## src/rtl/caesar_pkg.sv

```systemverilog
// Shared widths, defaults, FSM encoding and modular-reduction helper for the
// Caesar shift stage.
package caesar_pkg;

    localparam int LETTER_W           = 5;
    localparam int BCD_W              = 4;
    localparam int ALPHA_SIZE_DEFAULT = 26;
    localparam int KEY_DEFAULT        = 3;

    typedef enum logic [1:0] {
        ST_IDLE    = 2'd0,
        ST_SHIFT   = 2'd1,
        ST_CONVERT = 2'd2,
        ST_HOLD    = 2'd3
    } state_e;

    // Repeated subtraction; 16 passes cover a 5-bit value against the smallest modulus of 2.
    function automatic logic [LETTER_W-1:0] reduceMod(input logic [LETTER_W-1:0] value,
                                                      input logic [LETTER_W:0]   modulus);
        logic [LETTER_W:0] r;
        r = {1'b0, value};
        for (int i = 0; i < 16; i++) begin
            if (r >= modulus) begin
                r = r - modulus;
            end
        end
        return r[LETTER_W-1:0];
    endfunction

endpackage

```

## src/rtl/caesar_shift_stage_bin5_to_bcd.sv

```systemverilog
// Combinational 5-bit binary to two-digit BCD (tens 0..3, ones 0..9).
module bin5_to_bcd
    import caesar_pkg::*;
(
    input  logic [LETTER_W-1:0] bin_i,
    output logic [BCD_W-1:0]    tens_o,
    output logic [BCD_W-1:0]    ones_o
);

    always_comb begin
        tens_o = 4'd0;
        ones_o = 4'(bin_i);
        if (bin_i >= 5'd30) begin
            tens_o = 4'd3;
            ones_o = 4'(bin_i - 5'd30);
        end else if (bin_i >= 5'd20) begin
            tens_o = 4'd2;
            ones_o = 4'(bin_i - 5'd20);
        end else if (bin_i >= 5'd10) begin
            tens_o = 4'd1;
            ones_o = 4'(bin_i - 5'd10);
        end
    end

endmodule

```

## src/rtl/caesar_shift_stage.sv

```systemverilog
// Caesar shift stage: takes a letter index over valid/ready, shifts it by the
// key (encrypt or decrypt) and presents binary plus BCD digits for the display.
module caesar_shift_stage
    import caesar_pkg::*;
#(
    parameter int ALPHA_SIZE  = ALPHA_SIZE_DEFAULT,
    parameter int DEFAULT_KEY = KEY_DEFAULT
) (
    input  logic                CLOCK_50,
    input  logic                rst,
    input  logic                in_valid,
    output logic                in_ready,
    input  logic [LETTER_W-1:0] in_letter,
    input  logic                key_load,
    input  logic [LETTER_W-1:0] key_in,
    input  logic                decrypt,
    output logic                out_valid,
    input  logic                out_ready,
    output logic [LETTER_W-1:0] out_letter,
    output logic [BCD_W-1:0]    out_tens,
    output logic [BCD_W-1:0]    out_ones,
    output logic [LETTER_W-1:0] key_cur,
    output logic                err_range
);

    localparam logic [LETTER_W:0]   ALPHA6   = (LETTER_W+1)'(ALPHA_SIZE);
    localparam logic [LETTER_W-1:0] KEY_INIT = LETTER_W'(DEFAULT_KEY);

    state_e              state_q;
    logic [LETTER_W-1:0] letter_q;
    logic                decrypt_q;
    logic [LETTER_W-1:0] keyCur_q;
    logic [LETTER_W-1:0] outLetter_q;
    logic [BCD_W-1:0]    outTens_q;
    logic [BCD_W-1:0]    outOnes_q;
    logic                outValid_q;
    logic                errRange_q;

    logic [LETTER_W:0]   sum_d;
    logic [LETTER_W:0]   diff_d;
    logic [LETTER_W-1:0] shiftLetter_d;
    logic [BCD_W-1:0]    tens_d;
    logic [BCD_W-1:0]    ones_d;

    // Both operands are already below ALPHA_SIZE, so one correction step suffices.
    always_comb begin
        sum_d         = {1'b0, letter_q} + {1'b0, keyCur_q};
        diff_d        = {1'b0, letter_q} - {1'b0, keyCur_q};
        shiftLetter_d = LETTER_W'(sum_d);
        if (decrypt_q) begin
            shiftLetter_d = diff_d[LETTER_W] ? LETTER_W'(diff_d + ALPHA6) : LETTER_W'(diff_d);
        end else if (sum_d >= ALPHA6) begin
            shiftLetter_d = LETTER_W'(sum_d - ALPHA6);
        end
    end

    bin5_to_bcd u_bcd (
        .bin_i  (outLetter_q),
        .tens_o (tens_d),
        .ones_o (ones_d)
    );

    always_ff @(posedge CLOCK_50 or negedge rst) begin
        if (!rst) begin
            state_q     <= ST_IDLE;
            letter_q    <= '0;
            decrypt_q   <= 1'b0;
            keyCur_q    <= KEY_INIT;
            outLetter_q <= '0;
            outTens_q   <= '0;
            outOnes_q   <= '0;
            outValid_q  <= 1'b0;
            errRange_q  <= 1'b0;
        end else begin
            case (state_q)
                ST_IDLE: begin
                    if (key_load) begin
                        keyCur_q <= reduceMod(key_in, ALPHA6);
                        if ({1'b0, key_in} >= ALPHA6) begin
                            errRange_q <= 1'b1;
                        end
                    end else if (in_valid) begin
                        letter_q  <= reduceMod(in_letter, ALPHA6);
                        decrypt_q <= decrypt;
                        state_q   <= ST_SHIFT;
                        if ({1'b0, in_letter} >= ALPHA6) begin
                            errRange_q <= 1'b1;
                        end
                    end
                end
                ST_SHIFT: begin
                    outLetter_q <= shiftLetter_d;
                    state_q     <= ST_CONVERT;
                end
                ST_CONVERT: begin
                    outTens_q  <= tens_d;
                    outOnes_q  <= ones_d;
                    outValid_q <= 1'b1;
                    state_q    <= ST_HOLD;
                end
                ST_HOLD: begin
                    if (out_ready) begin
                        outValid_q <= 1'b0;
                        state_q    <= ST_IDLE;
                    end
                end
                default: state_q <= ST_IDLE;
            endcase
        end
    end

    // A key strobe takes priority over a letter, so the letter is refused that cycle.
    assign in_ready   = rst && (state_q == ST_IDLE) && !key_load;
    assign out_valid  = outValid_q;
    assign out_letter = outLetter_q;
    assign out_tens   = outTens_q;
    assign out_ones   = outOnes_q;
    assign key_cur    = keyCur_q;
    assign err_range  = errRange_q;

endmodule

```

## config.mk

```make
export PLATFORM = sky130hd
export DESIGN_NAME = caesar_shift_stage
export DESIGN_NICKNAME = d
export VERILOG_FILES = /design/src/rtl/caesar_pkg.sv /design/src/rtl/caesar_shift_stage_bin5_to_bcd.sv /design/src/rtl/caesar_shift_stage.sv
export SDC_FILE = /design/constraint.sdc
export NUM_CORES = 1
export LEC_CHECK = 0
export ABC_AREA = 1
export CAP_MARGIN = 20
export CORE_ASPECT_RATIO = 0.9
export CORE_MARGIN = 8
export CORE_UTILIZATION = 58
export CTS_BUF_LIST = sky130_fd_sc_hd__clkbuf_4 sky130_fd_sc_hd__clkbuf_8
export DETAILED_ROUTE_END_ITERATION = 10
export MAX_ROUTING_LAYER = met4
export PLACE_DENSITY = 0.81
export SYNTH_ARGS = -nofsm -noshare
export SYNTH_HDL_FRONTEND = slang
export SYNTH_SLANG_ARGS = --single-unit
```

## constraint.sdc

```tcl
create_clock -name CLOCK_50 -period 2.05 [get_ports CLOCK_50]
set_input_delay 0.41 -clock CLOCK_50 [delete_from_list [all_inputs] [get_ports CLOCK_50]]
set_output_delay 0.41 -clock CLOCK_50 [all_outputs]
set_load 0.01 [all_outputs]
```

==> results of run 1 <==
-- per-stage QoR --
stage	instance area (um2)	TNS, ns	setup WS [ns]	hold WS (ns)
2_1_floorplan	7277	-66.31	-8.789	0.1144
3_3_place_gp	10240	-69.43	-9.377	0.4673
3_5_place_dp	10240	-77.58	-10.25	0.4999
-- cell families after synthesis --
kind of cell / share of synthesized area, %
AO/OA/AOI/OAI: 13.02
XOR/XNOR: 1.058
adder cells (fa/ha/maj): 11.00
buffers and inverters: 12.17
flip-flops: 9.866
other: 0.05665
AND/OR/NAND/NOR: 52.83
==> results.txt, run 1 <==
- Number of buffer cells added on primary ports: 34
- After clock tree synthesis, the setup repair step added 153 buffers.
* PostCTS Resize Cnt: 232
- Cell accounting for the most synthesized area: nand2_1
- In this run the biggest area consumer among cell types represents 20.30% of the synthesized area.
* Netlist cell types: about 50
- Die extent in x: roughly 130 um
* Proportion of register bits with asynchronous set or reset after synthesis: 100.0%
- Hold repair after CTS inserted 0 buffers.
* First logged error message: [ERROR DPL-0038] Utilization greater than 100%, impossible to legalize
- nand2_1 is the most common cell in the netlist.
* Run status: stopped before the end
* Post-synth EDFFs: 0
* Effective utilization at floorplan: just under 60%
* Half-perimeter wire length after detailed placement: 21,980 um
- Synthesized instance count: around 1,200
- Std cell rows: 37
- Number of top-level pins: 37
- By area the synthesized netlist is led by nand2_1 (20%), nand3_1 (11%), ha_1 (10%), inv_1 (9.8%), dfrtp_1 (9.1%).
- Total number of clock tree sinks: 26
* CTS buffer count: 3
* Post-synthesis instance area: around 6600 um2
- A synthesized cell averages around 5.7 um2.
* GP Congestion: between 0.9 and 1
- Counting flops and latches in the post-synthesis netlist gives 26.
* Post-synthesis sequential area ratio: under 10%
* Chip Height: ~120 um
* H-tree depth reported by CTS: 1
- Placed instance count: about 1,700
- Prevailing post-synth register cell: dfrtp_1
* Clock Root Buffer: clkbuf_8
- Post-synth top cells: nand2_1 (358), inv_1 (172), nand3_1 (142)
* Maximum buffer depth of the clock tree: 2
- Synthesis warning total: 0
* Failed at: 4_1_cts
==> run 2, diff against run 1 <==
Settings changed: CORE_ASPECT_RATIO 0.9 to default, CORE_UTILIZATION 58 to 40, CTS_BUF_LIST sky130_fd_sc_hd__clkbuf_4 sky130_fd_sc_hd__clkbuf_8 to default, MAX_ROUTING_LAYER met4 to default, PLACE_DENSITY 0.81 to default, PLACE_DENSITY_LB_ADDON from default to 0.15.
Clock period 2.05 ns to 2.67 ns, I/O delays scaled along.
==> run 2 against run 1 <==
Synthesized area stayed put. Synthesized cell count stayed put. The flow now finishes, with violations (setup timing).
==> results.txt, run 2 <==
- The library cell used most frequently in the layout, excluding fill and tap cells, is buf_4.
- Final core utilization: between 70 and 80%
- Kind of critical path: input port to register
* Most frequent cells in the layout: buf_4 (455), nand2_1 (294), inv_1 (137)
* Via count of the first global-routing pass: slightly below 9,000
- On the worst path, the slowest cell contributes a delay of around 0.27 ns.
- Startpoint of the worst register-to-register path: key_cur[1]
- Summing the sequential cell areas from Yosys gives 9.866% of the chip area.
* Most used standard cell by instance count after synthesis: nand2_1
- Die area: approximately 21,000 um2
- Largest cells by area after synthesis: nand2_1 (20%), nand3_1 (11%), ha_1 (10%), inv_1 (9.8%), dfrtp_1 (9.1%)
- Synthesis warning total: 0
* CTS buffer count: 3
* Fill cell total of the finished layout: 1,296
- After synthesis the cells add up to between 6000 and 7000 um2.
- The most numerous cell type found on the critical path is nand2_2.
- The path with the worst hold slack has its endpoint at out_tens[0].
- Worst relative slew slack: a little under three fifths
- Of the available clock period, the critical path in the final layout requires 390.3%.
- Detailed placement ended at an HPWL of 16,970 um.
- The analysis attributes to cell leakage a power of 6.442 nW.
- Counting instances in the post-synthesis netlist gives the leading cell types as nand2_1 (358), inv_1 (172), nand3_1 (142).
- Counting every instance in the synthesized netlist gives between 1,000 and 1,500.
- Clock latency on the worst-skew pair, taken at its later pin, is 0.26 ns.
* Cell with the largest stage delay on the worst path: o21ai_4
* Max Freq: 0.09595 GHz
* Actual slew at the worst max-slew pin: 0.6485 ns
- Residual DRC: 0
- Fin worst setup slack: -7.752 ns
- Summed over all layers, the global routing overflow is 0.
- On the final layout, the worst clock skew is 0.006721 ns.
- STA classifies the critical path startpoint as an input port.
- # setup viols final: 8
- Across the run, the number of max-cap violations was 0.
- Category of the worst setup path capture point: register
- After routing, the total negative slack on setup checks comes to -59.17 ns.
- In the final layout, the share of cells above drive strength 1 is just under 50%.
- Total power: ~9.2 mW
* Hold-fix buffers at CTS: 0
- Once placement completed, the tool counted placed cells totaling between 1,500 and 2,000.
- Combined buffer and inverter count along the critical path: 17
- Endpoint required time on the critical path: 2.87 ns
- The first TritonRoute pass finished after 7 iterations.
- Cell accounting for the most synthesized area: nand2_1
* Proportion of register bits with asynchronous set or reset after synthesis: 100.0%
- Total number of clock tree sinks: 26
- Post-layout instance area: roughly 12,000 um2
* Prevailing post-synth register cell: dfrtp_1
- Register-to-Register Path Depth: 15
- Maximum fanout along the worst path: 5
- Input and output buffers added on the ports amount to 34.
- Failing checks: setup timing
- Clock Root Buffer: clkbuf_16
* Count of final hold-check violations: 0
- The initial utilization of the core area, before any placement, comes to a little over 40%.
- Maximum buffer depth of the clock tree: 2
- Area of the placeable core: about 16,000 um2
- CTS tree: yes
- The startpoint identified for the worst hold timing path is out_tens[0].
- The top cell type by area accounts for just over 20% of the synthesized area.
- CP top delay family: simple AND/OR/NAND/NOR gates
* Die extent in x: 144.6 um
* Highest ir drop seen on vdd: roughly 0.00055 V
* GP Congestion: 0.8876
- Final Instance Count excl. Fillers: about 1,900
- Dividing the detail-routed wire length by the instance count gives ~12 um.
- Power density over the cells: between 700 and 800 nW/um2
- Remaining antenna violation count: 0
- H-tree depth reported by CTS: 1
- Smallest hold slack: between 0.4 and 0.5 ns
* Pin count of the biggest net entering global routing: 36
* Std cell rows: 47
- Wires add up to around 23,000 um.
- For the finished layout, the period the worst path requires is 10.42 ns.
- Starting DRT DRC Count: ~400
- Dpl cell area: approximately 10,000 um2
* Netlist cell types: 51
- The first global-routing pass estimated roughly 38,000 um of wire.
* Final antenna diode count: 0
* Synthesized area per cell: between 5 and 6 um2
* Initial antenna violation count: 0
- The routed layout has roughly 9,100 vias.
- Post-CTS clock slew at the launch and capture registers of the worst setup and hold paths: approximately 0.070 ns
- From bottom edge to top edge, the die measures 144.6 um.
* Number of max-slew violations in the final report: 0
- Arr. time, crit path: around 11 ns
- Net count reported at finish: between 1,500 and 2,000
- Post-synth EDFFs: 0
* Run status: finished, violations left
* Global router's overall resource usage: 21.65%
- Layout area overhead: 79.72%
- The worst hold path passes through 2 cells.
* Per-cell via count in the routed design: around 4.9
- The synthesized design contains 26 register bits.
- The endpoint identified for the worst register-to-register timing path is out_letter[3].
- Setup repair after global routing could not meet its margin everywhere.
* Number of top-level pins: 37
- In this run the register-to-register setup slack is roughly 0.29 ns.
* Worst-case setup slack after placement: -9.116 ns
- Kind of path behind the tightest hold check: register to register
[run 2: cell counts after synthesis]
No cell type changed its count.
[run 2: area by class of cell]
type                            count  area [um2]  share of cell area (%)
Tap cell                          220       275.3                   2.314
Inverter                          198       790.8                   6.646
Timing Repair Buffer              498        3865                   32.48
Clock buffer                        4       88.84                  0.7467
Multi-Input combinational cell    927        6225                   52.32
Sequential cell                    26       653.1                   5.490
[run 2: power by group]
part,internal [mW],switching (mW),total [mW]
Sequential,0.604,0.193,0.797
Combinational,3.95,4.09,8.04
Clock,0.230,0.140,0.370
Total,4.78,4.42,9.21
[run 2: worst register-to-register path, stage by stage, from the launching register on]
cell and delay, ns:
dfstp_2 0.53, inv_1 0.09, ha_1 0.31, nor2_1 0.06
a221oi_2 0.29, nor2_1 0.06, inv_1 0.07, nand2_1 0.08
a21oi_1 0.12, inv_1 0.06, nor2_1 0.09, inv_1 0.08
a21oi_2 0.13, o21ai_0 0.08, a21oi_1 0.14, o22ai_1 0.08
[run 2: cell families (layout without fill, tap and decap cells)]
kind of cell	Yosys count	count (layout)	synth area share [%]
AO/OA/AOI/OAI	127	127	13.02
adder cells (fa/ha/maj)	57	57	11.00
buffers and inverters	208	700	12.17
flip-flops	26	26	9.866
XOR/XNOR	8	8	1.058
AND/OR/NAND/NOR	733	733	52.83
other	1	2	0.05665
[run 2: timing repair]
item	4_1_cts	5_1_grt
setup endpoints to repair	8	11
setup buffers	98	40
cloned	0	0
resized for setup	123	67
pin swaps	153	90
[run 2: per-layer routing]
layer  GRT usage (%)  wire (um)  up-vias
met5               0          0        -
met4           4.874        432        0
met3          0.9904        760       46
met2           41.20      12240      167
met1           26.03       9936     4197
li1                -          -     4717
[run 2: how the worst max path moves through the flow]
stage / depth (start not counted) / startpoint / to / slack (ns)
after detailed placement: 101 / key_in[2] / key_cur[3] / -9.12
after global placement: 103 / key_in[2] / key_cur[3] / -9.01
after floorplan: 91 / key_in[0] / key_cur[3] / -8.29
after global routing: 104 / in_letter[1] / letter_q[2] / -8.58
after CTS: 105 / in_letter[2] / letter_q[2] / -7.50
final: 102 / in_letter[1] / letter_q[2] / -7.75
No activity file was read; power rests on OpenSTA's default activity.
